**src/rtl/cirno9_iob_axi_bridge_pkg.sv**
```systemverilog
// Shared types and AXI constants for the IOB-to-AXI4 bridge.
// Imported by the interface, the bridge and its bench.
package cirno9_iob_axi_bridge_pkg;

    typedef enum logic [2:0] {
        ST_IDLE  = 3'd0,
        ST_RD_A  = 3'd1,
        ST_RD_D  = 3'd2,
        ST_WR_AW = 3'd3,
        ST_WR_B  = 3'd4,
        ST_DONE  = 3'd5
    } state_t;

    localparam logic [7:0] AXI_LEN_1  = 8'd0;
    localparam logic [2:0] SIZE_W32   = 3'b010;
    localparam logic [1:0] BURST_INCR = 2'b01;
    localparam logic [1:0] RESP_OKAY  = 2'b00;
    localparam logic [3:0] CACHE_NONE = 4'b0000;
    localparam logic [2:0] PROT_NONE  = 3'b000;
    localparam logic [3:0] QOS_NONE   = 4'b0000;

    function automatic logic [1:0] lsb_align(
        input logic       en,
        input logic [1:0] lsb
    );
        return en ? 2'b00 : lsb;
    endfunction

endpackage

```
**src/rtl/cirno9_iob_axi_bridge_if.sv**
```systemverilog
// AXI4 single-beat master bundle used by the IOB bridge.
// master drives requests, slave drives responses.
interface cirno9_iob_axi_bridge_if #(
    parameter int ADDR_W = 32
);
    logic [ADDR_W-1:0] awaddr;
    logic [7:0]        awlen;
    logic [2:0]        awsize;
    logic [1:0]        awburst;
    logic              awlock;
    logic [3:0]        awcache;
    logic [2:0]        awprot;
    logic [3:0]        awqos;
    logic              awvalid;
    logic              awready;
    logic [31:0]       wdata;
    logic [3:0]        wstrb;
    logic              wlast;
    logic              wvalid;
    logic              wready;
    logic [1:0]        bresp;
    logic              bvalid;
    logic              bready;
    logic [ADDR_W-1:0] araddr;
    logic [7:0]        arlen;
    logic [2:0]        arsize;
    logic [1:0]        arburst;
    logic              arlock;
    logic [3:0]        arcache;
    logic [2:0]        arprot;
    logic [3:0]        arqos;
    logic              arvalid;
    logic              arready;
    logic [31:0]       rdata;
    logic [1:0]        rresp;
    logic              rlast;
    logic              rvalid;
    logic              rready;

    modport master (
        output awaddr, awlen, awsize, awburst, awlock,
        output awcache, awprot, awqos, awvalid,
        input  awready,
        output wdata, wstrb, wlast, wvalid,
        input  wready,
        input  bresp, bvalid,
        output bready,
        output araddr, arlen, arsize, arburst, arlock,
        output arcache, arprot, arqos, arvalid,
        input  arready,
        input  rdata, rresp, rlast, rvalid,
        output rready
    );

    modport slave (
        input  awaddr, awlen, awsize, awburst, awlock,
        input  awcache, awprot, awqos, awvalid,
        output awready,
        input  wdata, wstrb, wlast, wvalid,
        output wready,
        output bresp, bvalid,
        input  bready,
        input  araddr, arlen, arsize, arburst, arlock,
        input  arcache, arprot, arqos, arvalid,
        output arready,
        output rdata, rresp, rlast, rvalid,
        input  rready
    );

endinterface

```
**src/rtl/cirno9_iob_axi_bridge.sv**
```systemverilog
// Core IOB val/rdy requests to single-beat AXI4 transactions.
// One request in flight; all AXI and IOB outputs come straight from flops.
module cirno9_iob_axi_bridge
    import cirno9_iob_axi_bridge_pkg::*;
#(
    parameter int ADDR_W     = 32,
    parameter int ALIGN_ADDR = 1
) (
    input  logic              clk,
    input  logic              rst,
    input  logic              i_hs_ls4iob_val,
    output logic              o_hs_iob4ls_rdy,
    input  logic [3:0]        i_iob_wen,
    input  logic [ADDR_W-1:0] i_adr,
    input  logic [31:0]       i_wdat,
    output logic [31:0]       o_iob_rdat,
    output logic              o_iob_err,
    cirno9_iob_axi_bridge_if.master m_axi
);

    state_t            state_q, state_d;
    logic [ADDR_W-1:0] addr_q, addr_d;
    logic [31:0]       wdat_q, wdat_d;
    logic [3:0]        strb_q, strb_d;
    logic              arvalid_q, arvalid_d;
    logic              rready_q, rready_d;
    logic              awvalid_q, awvalid_d;
    logic              wvalid_q, wvalid_d;
    logic              bready_q, bready_d;
    logic              aw_done_q, aw_done_d;
    logic              w_done_q, w_done_d;
    logic [31:0]       rdat_q, rdat_d;
    logic              err_q, err_d;
    logic              rdy_q, rdy_d;

    logic aw_hs;
    logic w_hs;
    logic unused_rlast;

    assign aw_hs = awvalid_q & m_axi.awready;
    assign w_hs  = wvalid_q & m_axi.wready;
    assign unused_rlast = m_axi.rlast;

    always_comb begin
        state_d   = state_q;
        addr_d    = addr_q;
        wdat_d    = wdat_q;
        strb_d    = strb_q;
        arvalid_d = arvalid_q;
        rready_d  = rready_q;
        awvalid_d = awvalid_q;
        wvalid_d  = wvalid_q;
        bready_d  = bready_q;
        aw_done_d = aw_done_q;
        w_done_d  = w_done_q;
        rdat_d    = rdat_q;
        err_d     = 1'b0;
        rdy_d     = 1'b0;
        case (state_q)
            ST_IDLE: begin
                if (i_hs_ls4iob_val) begin
                    addr_d = {i_adr[ADDR_W-1:2],
                              lsb_align(ALIGN_ADDR != 0, i_adr[1:0])};
                    wdat_d = i_wdat;
                    strb_d = i_iob_wen;
                    if (i_iob_wen == 4'b0000) begin
                        state_d   = ST_RD_A;
                        arvalid_d = 1'b1;
                    end else begin
                        state_d   = ST_WR_AW;
                        awvalid_d = 1'b1;
                        wvalid_d  = 1'b1;
                        aw_done_d = 1'b0;
                        w_done_d  = 1'b0;
                    end
                end
            end
            ST_RD_A: begin
                if (m_axi.arready) begin
                    arvalid_d = 1'b0;
                    rready_d  = 1'b1;
                    state_d   = ST_RD_D;
                end
            end
            ST_RD_D: begin
                if (m_axi.rvalid) begin
                    rready_d = 1'b0;
                    rdat_d   = m_axi.rdata;
                    err_d    = (m_axi.rresp != RESP_OKAY);
                    rdy_d    = 1'b1;
                    state_d  = ST_DONE;
                end
            end
            ST_WR_AW: begin
                // AW and W complete independently, in either order
                if (aw_hs) begin
                    awvalid_d = 1'b0;
                    aw_done_d = 1'b1;
                end
                if (w_hs) begin
                    wvalid_d = 1'b0;
                    w_done_d = 1'b1;
                end
                if ((aw_done_q | aw_hs) & (w_done_q | w_hs)) begin
                    bready_d = 1'b1;
                    state_d  = ST_WR_B;
                end
            end
            ST_WR_B: begin
                if (m_axi.bvalid) begin
                    bready_d = 1'b0;
                    err_d    = (m_axi.bresp != RESP_OKAY);
                    rdy_d    = 1'b1;
                    state_d  = ST_DONE;
                end
            end
            ST_DONE: begin
                state_d = ST_IDLE;
            end
            default: begin
                state_d = ST_IDLE;
            end
        endcase
    end

    always_ff @(posedge clk) begin
        if (rst) begin
            state_q   <= ST_IDLE;
            addr_q    <= '0;
            wdat_q    <= '0;
            strb_q    <= '0;
            arvalid_q <= 1'b0;
            rready_q  <= 1'b0;
            awvalid_q <= 1'b0;
            wvalid_q  <= 1'b0;
            bready_q  <= 1'b0;
            aw_done_q <= 1'b0;
            w_done_q  <= 1'b0;
            rdat_q    <= '0;
            err_q     <= 1'b0;
            rdy_q     <= 1'b0;
        end else begin
            state_q   <= state_d;
            addr_q    <= addr_d;
            wdat_q    <= wdat_d;
            strb_q    <= strb_d;
            arvalid_q <= arvalid_d;
            rready_q  <= rready_d;
            awvalid_q <= awvalid_d;
            wvalid_q  <= wvalid_d;
            bready_q  <= bready_d;
            aw_done_q <= aw_done_d;
            w_done_q  <= w_done_d;
            rdat_q    <= rdat_d;
            err_q     <= err_d;
            rdy_q     <= rdy_d;
        end
    end

    assign o_hs_iob4ls_rdy = rdy_q;
    assign o_iob_rdat      = rdat_q;
    assign o_iob_err       = err_q;

    assign m_axi.awaddr  = addr_q;
    assign m_axi.awlen   = AXI_LEN_1;
    assign m_axi.awsize  = SIZE_W32;
    assign m_axi.awburst = BURST_INCR;
    assign m_axi.awlock  = 1'b0;
    assign m_axi.awcache = CACHE_NONE;
    assign m_axi.awprot  = PROT_NONE;
    assign m_axi.awqos   = QOS_NONE;
    assign m_axi.awvalid = awvalid_q;
    assign m_axi.wdata   = wdat_q;
    assign m_axi.wstrb   = strb_q;
    assign m_axi.wlast   = 1'b1;
    assign m_axi.wvalid  = wvalid_q;
    assign m_axi.bready  = bready_q;
    assign m_axi.araddr  = addr_q;
    assign m_axi.arlen   = AXI_LEN_1;
    assign m_axi.arsize  = SIZE_W32;
    assign m_axi.arburst = BURST_INCR;
    assign m_axi.arlock  = 1'b0;
    assign m_axi.arcache = CACHE_NONE;
    assign m_axi.arprot  = PROT_NONE;
    assign m_axi.arqos   = QOS_NONE;
    assign m_axi.arvalid = arvalid_q;
    assign m_axi.rready  = rready_q;

endmodule

```
**src/flat_wrapper.sv**
```systemverilog
// flat-port wrapper written by rule: the top's interface ports become plain ports
module cirno9_iob_axi_bridge_flat import cirno9_iob_axi_bridge_pkg::*;
#(
    parameter int ADDR_W     = 32,
    parameter int ALIGN_ADDR = 1
)
  (clk, rst, i_hs_ls4iob_val, o_hs_iob4ls_rdy, i_iob_wen, i_adr, i_wdat, o_iob_rdat, o_iob_err, m_axi_awaddr, m_axi_awlen, m_axi_awsize, m_axi_awburst, m_axi_awlock, m_axi_awcache, m_axi_awprot, m_axi_awqos, m_axi_awvalid, m_axi_awready, m_axi_wdata, m_axi_wstrb, m_axi_wlast, m_axi_wvalid, m_axi_wready, m_axi_bresp, m_axi_bvalid, m_axi_bready, m_axi_araddr, m_axi_arlen, m_axi_arsize, m_axi_arburst, m_axi_arlock, m_axi_arcache, m_axi_arprot, m_axi_arqos, m_axi_arvalid, m_axi_arready, m_axi_rdata, m_axi_rresp, m_axi_rlast, m_axi_rvalid, m_axi_rready);
  cirno9_iob_axi_bridge_if #(.ADDR_W(ADDR_W)) m_axi_i ();
  input  logic clk;
  input  logic rst;
  input  logic i_hs_ls4iob_val;
  output logic o_hs_iob4ls_rdy;
  input  logic [3:0] i_iob_wen;
  input  logic [ADDR_W-1:0] i_adr;
  input  logic [31:0] i_wdat;
  output logic [31:0] o_iob_rdat;
  output logic o_iob_err;
  output wire logic [$bits(m_axi_i.awaddr)-1:0] m_axi_awaddr;
  output wire logic [$bits(m_axi_i.awlen)-1:0] m_axi_awlen;
  output wire logic [$bits(m_axi_i.awsize)-1:0] m_axi_awsize;
  output wire logic [$bits(m_axi_i.awburst)-1:0] m_axi_awburst;
  output wire logic [$bits(m_axi_i.awlock)-1:0] m_axi_awlock;
  output wire logic [$bits(m_axi_i.awcache)-1:0] m_axi_awcache;
  output wire logic [$bits(m_axi_i.awprot)-1:0] m_axi_awprot;
  output wire logic [$bits(m_axi_i.awqos)-1:0] m_axi_awqos;
  output wire logic [$bits(m_axi_i.awvalid)-1:0] m_axi_awvalid;
  input wire logic [$bits(m_axi_i.awready)-1:0] m_axi_awready;
  output wire logic [$bits(m_axi_i.wdata)-1:0] m_axi_wdata;
  output wire logic [$bits(m_axi_i.wstrb)-1:0] m_axi_wstrb;
  output wire logic [$bits(m_axi_i.wlast)-1:0] m_axi_wlast;
  output wire logic [$bits(m_axi_i.wvalid)-1:0] m_axi_wvalid;
  input wire logic [$bits(m_axi_i.wready)-1:0] m_axi_wready;
  input wire logic [$bits(m_axi_i.bresp)-1:0] m_axi_bresp;
  input wire logic [$bits(m_axi_i.bvalid)-1:0] m_axi_bvalid;
  output wire logic [$bits(m_axi_i.bready)-1:0] m_axi_bready;
  output wire logic [$bits(m_axi_i.araddr)-1:0] m_axi_araddr;
  output wire logic [$bits(m_axi_i.arlen)-1:0] m_axi_arlen;
  output wire logic [$bits(m_axi_i.arsize)-1:0] m_axi_arsize;
  output wire logic [$bits(m_axi_i.arburst)-1:0] m_axi_arburst;
  output wire logic [$bits(m_axi_i.arlock)-1:0] m_axi_arlock;
  output wire logic [$bits(m_axi_i.arcache)-1:0] m_axi_arcache;
  output wire logic [$bits(m_axi_i.arprot)-1:0] m_axi_arprot;
  output wire logic [$bits(m_axi_i.arqos)-1:0] m_axi_arqos;
  output wire logic [$bits(m_axi_i.arvalid)-1:0] m_axi_arvalid;
  input wire logic [$bits(m_axi_i.arready)-1:0] m_axi_arready;
  input wire logic [$bits(m_axi_i.rdata)-1:0] m_axi_rdata;
  input wire logic [$bits(m_axi_i.rresp)-1:0] m_axi_rresp;
  input wire logic [$bits(m_axi_i.rlast)-1:0] m_axi_rlast;
  input wire logic [$bits(m_axi_i.rvalid)-1:0] m_axi_rvalid;
  output wire logic [$bits(m_axi_i.rready)-1:0] m_axi_rready;
  assign m_axi_awaddr = m_axi_i.awaddr;
  assign m_axi_awlen = m_axi_i.awlen;
  assign m_axi_awsize = m_axi_i.awsize;
  assign m_axi_awburst = m_axi_i.awburst;
  assign m_axi_awlock = m_axi_i.awlock;
  assign m_axi_awcache = m_axi_i.awcache;
  assign m_axi_awprot = m_axi_i.awprot;
  assign m_axi_awqos = m_axi_i.awqos;
  assign m_axi_awvalid = m_axi_i.awvalid;
  assign m_axi_i.awready = m_axi_awready;
  assign m_axi_wdata = m_axi_i.wdata;
  assign m_axi_wstrb = m_axi_i.wstrb;
  assign m_axi_wlast = m_axi_i.wlast;
  assign m_axi_wvalid = m_axi_i.wvalid;
  assign m_axi_i.wready = m_axi_wready;
  assign m_axi_i.bresp = m_axi_bresp;
  assign m_axi_i.bvalid = m_axi_bvalid;
  assign m_axi_bready = m_axi_i.bready;
  assign m_axi_araddr = m_axi_i.araddr;
  assign m_axi_arlen = m_axi_i.arlen;
  assign m_axi_arsize = m_axi_i.arsize;
  assign m_axi_arburst = m_axi_i.arburst;
  assign m_axi_arlock = m_axi_i.arlock;
  assign m_axi_arcache = m_axi_i.arcache;
  assign m_axi_arprot = m_axi_i.arprot;
  assign m_axi_arqos = m_axi_i.arqos;
  assign m_axi_arvalid = m_axi_i.arvalid;
  assign m_axi_i.arready = m_axi_arready;
  assign m_axi_i.rdata = m_axi_rdata;
  assign m_axi_i.rresp = m_axi_rresp;
  assign m_axi_i.rlast = m_axi_rlast;
  assign m_axi_i.rvalid = m_axi_rvalid;
  assign m_axi_rready = m_axi_i.rready;
  cirno9_iob_axi_bridge #(.ADDR_W(ADDR_W), .ALIGN_ADDR(ALIGN_ADDR)) u_core (.clk(clk), .rst(rst), .i_hs_ls4iob_val(i_hs_ls4iob_val), .o_hs_iob4ls_rdy(o_hs_iob4ls_rdy), .i_iob_wen(i_iob_wen), .i_adr(i_adr), .i_wdat(i_wdat), .o_iob_rdat(o_iob_rdat), .o_iob_err(o_iob_err), .m_axi(m_axi_i));
endmodule
```
**config.mk**
```make
export PLATFORM = sky130hd
export DESIGN_NAME = cirno9_iob_axi_bridge_flat
export DESIGN_NICKNAME = d
export VERILOG_FILES = /design/src/rtl/cirno9_iob_axi_bridge_pkg.sv /design/src/rtl/cirno9_iob_axi_bridge_if.sv /design/src/rtl/cirno9_iob_axi_bridge.sv /design/src/flat_wrapper.sv
export SDC_FILE = /design/constraint.sdc
export NUM_CORES = 1
export LEC_CHECK = 0
export ABC_CLOCK_PERIOD_IN_PS = 2100
export CAP_MARGIN = 20
export CORE_AREA = 2 2 117 119
export CTS_CLUSTER_SIZE = 14
export DETAILED_ROUTE_END_ITERATION = 8
export DIE_AREA = 0 0 119 121
export GPL_TIMING_DRIVEN = 0
export PLACE_DENSITY = 0.76
export RECOVER_POWER = 25
export SETUP_SLACK_MARGIN = 0.02
export SLEW_MARGIN = 20
export SYNTH_ARGS = -nofsm -noshare
export SYNTH_HDL_FRONTEND = slang
export SYNTH_SLANG_ARGS = --single-unit
export TNS_END_PERCENT = 1
```
**constraint.sdc**
```tcl
create_clock -name clk -period 2.1 [get_ports clk]
set_clock_uncertainty 0.2 [all_clocks]
set_input_delay 0.42 -clock clk [delete_from_list [all_inputs] [get_ports clk]]
set_output_delay 0.42 -clock clk [all_outputs]
set_load 0.01 [all_outputs]
```
# ---- Word-level counts from Yosys, hierarchy flattened
# Cells that the tools add are included.
dict set report word_totals {
  word_cells 83
  inputBits 113
  reg_bits 110
  output_inout_bits 190
}
dict set report op_classes {
  muxes 35
  n_bitwise 5
  n_reduce_logical 16
  eq_ne 13
}
# cell count
set op_table {}
lappend op_table {{1-bit 2-to-1 mux} 19}
lappend op_table {{1-bit case mux with 2 select lines} 9}
lappend op_table {{3-bit 2-to-1 mux} 5}
lappend op_table {{3-bit case mux with 5 select lines} 1}
lappend op_table {{4-bit AND reduction} 3}
lappend op_table {{2-bit nonzero test} 6}
lappend op_table {{2-bit != test, second input constant} 5}
lappend op_table {{2-bit by 1-bit != test with 1-bit output, second input constant} 4}
lappend op_table {{3-bit by 2-bit equality test with 1-bit output, second input constant} 2}
lappend op_table {{3-bit AND reduction} 2}
lappend op_table {{5-bit AND reduction} 1}
lappend op_table {{4-bit logical NOT} 1}
lappend op_table {{2-bit AND reduction} 2}
lappend op_table {{1-bit bitwise AND} 3}
lappend op_table {{3-bit by 1-bit equality test with 1-bit output, second input constant} 1}
lappend op_table {{3-bit equality test, second input constant} 1}
lappend op_table {{3-bit logical NOT} 1}
lappend op_table {{2-bit 2-to-1 mux} 1}
lappend op_table {{1-bit bitwise OR} 2}

# ---- Logic depth before layout (Yosys ltp)
# Gate-level depths: netlist of run 1.
dict set report logic_depth {
  ltp_word 5
  depth_mapped 7
  depth_no_buf 4
}

# ---- Worst setup path after synthesis of run 1
# No wires, ideal clock.
dict set report synth_path {
  path_kind {input port to flip-flop}
  start {input i_iob_wen[3]}
  end {register u_core.awvalid_q (netlist: u_core.m_axi.awvalid)}
  setup_slack_ns 0.553
  setup_ns 0.139
  t_arrival_ns 1.208
  required_time_ns 1.761
  n_path_buf 0
  stages 3
  cell_sequence {or4_1 -> nand4_1 -> a221oi_1}
}
dict set report synth_via {
  elab_chain_cells 3
}
# item line
set synth_rtl {}
lappend synth_rtl {{from (decl)} flat_wrapper.sv:13} ;# input logic [3:0] i_iob_wen;
lappend synth_rtl {{4-bit logical NOT} cirno9_iob_axi_bridge.sv:66} ;# if (i_iob_wen == 4'b0000) begin
lappend synth_rtl {{2-bit != test (no source line)} n/a}
lappend synth_rtl {{4-bit AND reduction (no source line)} n/a}
lappend synth_rtl {{to (signal assigned)} cirno9_iob_axi_bridge.sv:149} ;# awvalid_q <= awvalid_d;
lappend synth_rtl {{to (decl)} cirno9_iob_axi_bridge.sv:27} ;# logic awvalid_q, awvalid_d;
# Every way passes these cells.
# A chain may end at the register's enable or synchronous reset.

# ---- Final worst setup path of run 1
dict set report layout_path {
  start {register u_core.addr_q[18] (netlist: u_core.m_axi.araddr[18])}
  end {output m_axi_awaddr[18]}
}
# item line
set layout_rtl {}
lappend layout_rtl {{from (decl)} cirno9_iob_axi_bridge.sv:22} ;# logic [ADDR_W-1:0] addr_q, addr_d;
lappend layout_rtl {{from (signal assigned)} cirno9_iob_axi_bridge.sv:144} ;# addr_q <= addr_d;
lappend layout_rtl {{to (decl)} flat_wrapper.sv:18} ;# output wire logic [$bits(m_axi_i.awaddr)-1:0] m_axi_awaddr;
# No word-level cell between the ends.

==> out/qor.txt, run 1 <==
Cells after Synth -> 579
P_leak -> 0.003074 uW
FMAX -> 503.9 MHz
Synth Warn # -> 0
critical path class -> reg2out
core area -> 13090 um^2
Post-Route Utilization -> 59.04%
worst vdd ir -> 583.6 uV
Rows -> 42
critical path's top delay family -> buffers and inverters
layout filler cell count -> 1240
post-CTS setup buffer count -> 0
routed vias/inst -> 4.306
Worst setup EP type -> output port
Worst slew margin -> 58.49%
number of global-route vias before repair -> 4116
CTS clock-pin slew for the worst setup and hold paths -> 70 ps
Tightest Hold Check Type -> reg2reg
critical path launch point type -> flip-flop
CTS resizes -> 0
WP buf/inv -> 2
initial antenna violation count -> 1
crit-path max cell delay -> 520 ps
syn avg cell area -> 8.022 um^2
Detailed Route Iter0 Violations -> 193
drt drc -> 0
minimum clock period -> 1984 ps
antenna fix cells -> 0
# clock sinks -> 110
area of the mapped netlist -> 4644 um^2
Placement Cell Area -> 7496 um^2
register area share after synthesis -> 47.41%
Num CTS Buffers -> 9
Antenna Nets Post-Route -> 0
Critical Path AT -> 1360 ps
die height -> 121 um
H-Tree Depth -> 3
Fin Setup TNS -> 0 ps
PD cells -> 956.0 nW/um^2
Tightest Pin Transition -> 617.8 ps
hold-fix buffer count after cts -> 0
Slew Limit Fails -> 0
root buf cell -> clkbuf_16
crit-path max FO -> 3
Hold Vio Cnt, Final -> 0
remaining global-route overflow -> 0
slowest CP cell -> clkdlybuf4s50_1
input/output buffers -> 243
Netlist cell types -> 36
final worst-path cycle share -> 94.50%
outcome -> completed
vias post-DR -> 4586
share of layout cells above drive strength 1 -> 13.27%
num ports -> 303
Area Growth Syn to Fin -> 66.33%
Worst-Skew Late Latency -> 340 ps
gpl congestion -> 0.7834
first-pass GRT wire length -> 21380 um
Total GRT Usage -> 18.87%
largest net degree at the start of global routing -> 16
post-route cell area -> 7725 um^2
Post-DP HPWL -> 11060 um
Die Span X -> 119 um
worst endpoint required time -> 1480 ps
CTS tree -> built
max-cap violations -> 0
RSZ-0062 raised after global routing -> no
WL/cell -> 13.16 um
drt first pass iters -> 4
Yosys reg bits -> 110
cells along the critical path -> buf_4 -> clkdlybuf4s50_1
# setup viols final -> 0
Starting Density -> 35.49%
clk buf depth -> 2
final-stage net count -> 999
final wirelength -> 14020 um
area of the die -> 14400 um^2
-- worst reg2reg max path, delay by kind of cell, from the launching register on --
family	cells	cell delay, ps
buffers and inverters	3	500
AO/OA/AOI/OAI	1	110
AND/OR/NAND/NOR	3	750
flip-flops	1	320
-- placed cells by master, fill, tap and decap left out, drive strengths merged, types with 2 or more instances in the layout --
master	synthesis	routed
nor3	2	2
nand3	2	2
a21oi	103	103
dlygate4sd3	0	2
buf	105	102
inv	6	6
o21ai	4	4
nor2	9	9
clkbuf	16	31
a221oi	2	2
dfxtp	110	110
nand3b	3	3
nand2	196	196
o211ai	2	2
a32oi	3	3
clkdlybuf4s50	0	241
conb	2	55
-- report_power, final --
| part | leakage (uW) | internal (uW) | switching (uW) |
|---|---|---|---|
| Clock | 0.000132 | 912 | 722 |
| Sequential | 0.000898 | 2470 | 217 |
| Combinational | 0.00204 | 1610 | 1460 |
-- state kept, by name, summed over array words and instances (netlist names), 3 cells and up --
name and cells:
u_core.state_q 3, u_core.m_axi.araddr 30, u_core.o_iob_rdat 32, u_core.m_axi.wstrb 4, u_core.m_axi.wdata 32
-- routing by layer --
metal,global-route usage (%),wire [um],up-vias
met4,6.920,252,2
met5,0,11,-
li1,-,-,2335
met3,5.874,1056,19
met1,21.48,5477,2067
met2,33.23,7223,163
-- synth_stat cells --
cell type  number  share of area [%]
nand2_1       196                 16
dfxtp_1       110                 47
a21oi_1       103                 11
buf_4          90                 15
clkbuf_1       16                1.3
buf_2           9               0.97
nor2_1          7               0.57
buf_6           6                1.5
inv_1           6               0.48
o21ai_0         4               0.43
a32oi_1         3               0.57
a221oi_1        2               0.38
conb_1          2               0.16
nand3b_1        2               0.32
o211ai_1        2               0.32
a2111o_1        1               0.24
a2111oi_2       1               0.32
a211o_1         1               0.19
a211oi_1        1               0.16
a22oi_1         1               0.16
a31oi_1         1               0.13
and3_2          1               0.16
mux2i_1         1               0.22
nand2b_1        1               0.13
nand3_1         1               0.11
nand3_2         1               0.22
nand3b_4        1               0.43
nand4_1         1               0.13
nor2_2          1               0.13
nor2_8          1               0.43
nor2b_1         1               0.13
nor3_1          1               0.11
nor3_2          1               0.22
o21a_1          1               0.16
or4_1           1               0.16
xnor2_1         1               0.19
-- final timing paths --
| path | slack [ps] | start | depth (start not counted) | end |
|---|---|---|---|---|
| setup / recovery | 120 | u_core.m_axi.araddr[18] | 2 | m_axi_awaddr[18] |
| hold reg to reg | 250 | u_core.m_axi.wdata[28] | 2 | u_core.m_axi.wdata[28] |
| hold / removal | 250 | u_core.m_axi.wdata[28] | 2 | u_core.m_axi.wdata[28] |
| setup reg to reg | 160 | u_core.state_q[1] | 7 | u_core.m_axi.araddr[5] |
-- metrics by stage --
stage | worst slack [ps] | std cells | hold WS [ps] | power, uW
3_5_place_dp | -84.86 | 1051 | 245.5 | 5882
2_1_floorplan | 552.5 | 632 | 254.5 | 4400
5_1_grt | 32.38 | 1065 | 267.3 | 7838
6_report | 115.6 | 1065 | 253.5 | 7385
4_1_cts | 92.77 | 1065 | 254.2 | 7533
3_3_place_gp | -80.31 | 1051 | 241.2 | 5842
-- cell families after synthesis --
family / Yosys count / share of synthesized area, %
other cells: 2 / 0.1617
buf+inv: 127 / 18.75
flops: 110 / 47.41
compound gates: 121 / 14.17
mux: 1 / 0.2155
simple gates: 217 / 19.10
xor+xnor: 1 / 0.1886
-- cell type report --
type                    count  area [um^2]  area share [%]
plain buffers             121        840.8           10.88
clock buffers              12        236.5           3.061
clock inverters             2        35.03          0.4535
inverters                   6        22.52          0.2915
multi-input cells         395         1735           22.47
flip-flops and latches    110         2202           28.51
well taps                 176        220.2           2.851
repair buffers            243         2432           31.49
No activity file was read; power rests on OpenSTA's default activity.
==> inputs of run 2 (changes only) <==
- CAP_MARGIN: 20 -> not set
==> results of run 2 <==
The final DEF is identical to that of run 1; final timing and power are the same.
==> inputs of run 3 (changes only) <==
- RECOVER_POWER: 25 -> not set
==> out/qor.txt, run 3 (synthesis results as in run 1) <==
Worst R2R End -> u_core.m_axi.rready (was u_core.m_axi.araddr[5])
worst endpoint required time -> 1480 ps (about the same)
FF-to-FF Start -> u_core.state_q[2] (was u_core.state_q[1])
num ports -> 303 (unchanged)
gpl congestion -> 0.7834 (unchanged)
clk buf depth -> 2 (unchanged)
remaining global-route overflow -> 0 (unchanged)
CTS tree -> built (unchanged)
layout filler cell count -> 1232 (was 1240)
Die Span X -> 119 um (unchanged)
WP buf/inv -> 2 (unchanged)
Overall Power -> 7451 uW (was 7385 uW)
Detailed Route Iter0 Violations -> 194 (was 193)
crit-path max cell delay -> 520 ps (about the same)
Worst Hold Endpoint -> u_core.m_axi.wdata[28] (unchanged)
RSZ-0062 raised after global routing -> no (unchanged)
initial antenna violation count -> 1 (unchanged)
cells along the critical path -> buf_4 -> clkdlybuf4s50_1 (unchanged)
hold depth -> 2 (unchanged)
Rows -> 42 (unchanged)
final wirelength -> 14020 um (about the same)
minimum clock period -> 1984 ps (about the same)
final-stage net count -> 999 (unchanged)
Hold Vio Cnt, Final -> 0 (unchanged)
worst vdd ir -> 584.9 uV (was 583.6 uV)
P_leak -> 0.003102 uW (was 0.003074 uW)
hold_sp -> u_core.m_axi.wdata[28] (unchanged)
largest net degree at the start of global routing -> 16 (unchanged)
Tightest Hold Check Type -> reg2reg (unchanged)
Worst slew margin -> 60.77% (was 58.49%)
PD cells -> 959.3 nW/um^2 (was 956.0 nW/um^2)
first-pass GRT wire length -> 21380 um (unchanged)
Slew Limit Fails -> 0 (unchanged)
slowest CP cell -> clkdlybuf4s50_1 (unchanged)
outcome -> completed (unchanged)
CTS clock-pin slew for the worst setup and hold paths -> 70 ps (about the same)
post-CTS setup buffer count -> 0 (unchanged)
Post-DP HPWL -> 11060 um (unchanged)
Min Hold Slack -> 253.5 ps (about the same)
antenna fix cells -> 0 (unchanged)
switching power -> 2420 uW (was 2394 uW)
core area -> 13090 um^2 (unchanged)
critical path's top delay family -> buffers and inverters (unchanged)
Worst setup EP type -> output port (unchanged)
Area Growth Syn to Fin -> 67.24% (was 66.33%)
Total GRT Usage -> 18.87% (unchanged)
Post-Route Utilization -> 59.36% (was 59.04%)
Critical Path AT -> 1360 ps (about the same)
crit-path max FO -> 3 (unchanged)
flop-to-flop setup slack -> 410 ps (was 160 ps)
critical path class -> reg2out (unchanged)
routed vias/inst -> 4.310 (was 4.306)
Switching Share -> 32.48% (was 32.42%)
input/output buffers -> 243 (unchanged)
Starting Density -> 35.49% (unchanged)
drt first pass iters -> 4 (unchanged)
Flop pwr share -> 36.1% (was 36.3%)
critical path launch point type -> flip-flop (unchanged)
die height -> 121 um (unchanged)
hold-fix buffer count after cts -> 0 (unchanged)
Tightest Pin Transition -> 588.5 ps (was 617.8 ps)
Int Power -> 5031 uW (was 4991 uW)
Clock Power Share -> 21.9% (was 22.1%)
most common cell after layout, fill and taps aside -> clkdlybuf4s50_1 (unchanged)
max-cap violations -> 0 (unchanged)
worst r2r path cells -> 7 (unchanged)
# clock sinks -> 110 (unchanged)
area of the die -> 14400 um^2 (unchanged)
number of global-route vias before repair -> 4116 (unchanged)
Antenna Nets Post-Route -> 0 (unchanged)
Num CTS Buffers -> 9 (unchanged)
WL/cell -> 13.17 um (was 13.16 um)
vias post-DR -> 4590 (was 4586)
final worst-path cycle share -> 94.49% (was 94.50%)
FMAX -> 504.0 MHz (was 503.9 MHz)
# setup viols final -> 0 (unchanged)
drt drc -> 0 (unchanged)
combinational share of power -> 42.0% (was 41.5%)
root buf cell -> clkbuf_16 (unchanged)
Worst-Skew Late Latency -> 340 ps (about the same)
H-Tree Depth -> 3 (unchanged)
most frequent cells in the layout -> clkdlybuf4s50_1, nand2_1, dfxtp_1 (unchanged)
CTS resizes -> 0 (unchanged)
share of layout cells above drive strength 1 -> 13.84% (was 13.27%)
-- run 3: metrics by stage --
stage               instances  setup slack, ps  area [um^2]  TNS, ps
detailed placement       1051           -84.86         7496   -343.7
CTS                      1065            92.77         7767        0
global placement         1051           -80.31         7496   -275.4
global route             1065            63.23         7767        0
finish                   1065            115.8         7767        0
floorplan                 632            552.5         4843        0
-- run 3: final cells by class --
type / count / area, um^2 / share of cell area [%]
sequential: 110 / 2202 / 28.35
inverter: 6 / 22.52 / 0.2899
clock buffer: 12 / 236.5 / 3.044
timing repair buffer: 243 / 2432 / 31.31
tap: 176 / 220.2 / 2.835
multi-input combinational: 395 / 1770 / 22.79
clock inverter: 2 / 35.03 / 0.4510
buffer: 121 / 848.3 / 10.92
-- run 3: power groups by stage --
stage                     clock network (uW)  logic (uW)  registers, uW
after floorplan                            0        1520           2880
after global placement                     0        3120           2720
after detailed placement                   0        3150           2740
after CTS                               1680        3160           2690
after global routing                    1770        3400           2740
final                                   1630        3130           2690
-- run 3: routing by layer --
metal	part of all wire, %	GRT usage (%)	up-vias
met4	1.8	6.920	2
li1	-	-	2335
met3	7.7	5.874	19
met2	51	33.23	165
met5	0.078	0	-
met1	39	21.48	2069
-- run 3: worst max path at each step --
stage,start,endpoint,slack [ps],cells past startpoint
finish,u_core.m_axi.araddr[18],m_axi_awaddr[18],120,2
global route,u_core.m_axi.araddr[3],m_axi_awaddr[3],60,2
floorplan,i_iob_wen[3],u_core.m_axi.awvalid,550,3
detailed placement,i_iob_wen[3],u_core.m_axi.wvalid,-80,4
global placement,i_iob_wen[3],u_core.m_axi.wvalid,-80,4
CTS,u_core.m_axi.araddr[18],m_axi_awaddr[18],90,2
-- run 3: worst min-delay path, cell delays in order (launching register included) --
cell and delay, ps:
dfxtp_1 310, nand2_1 50, a21oi_1 50
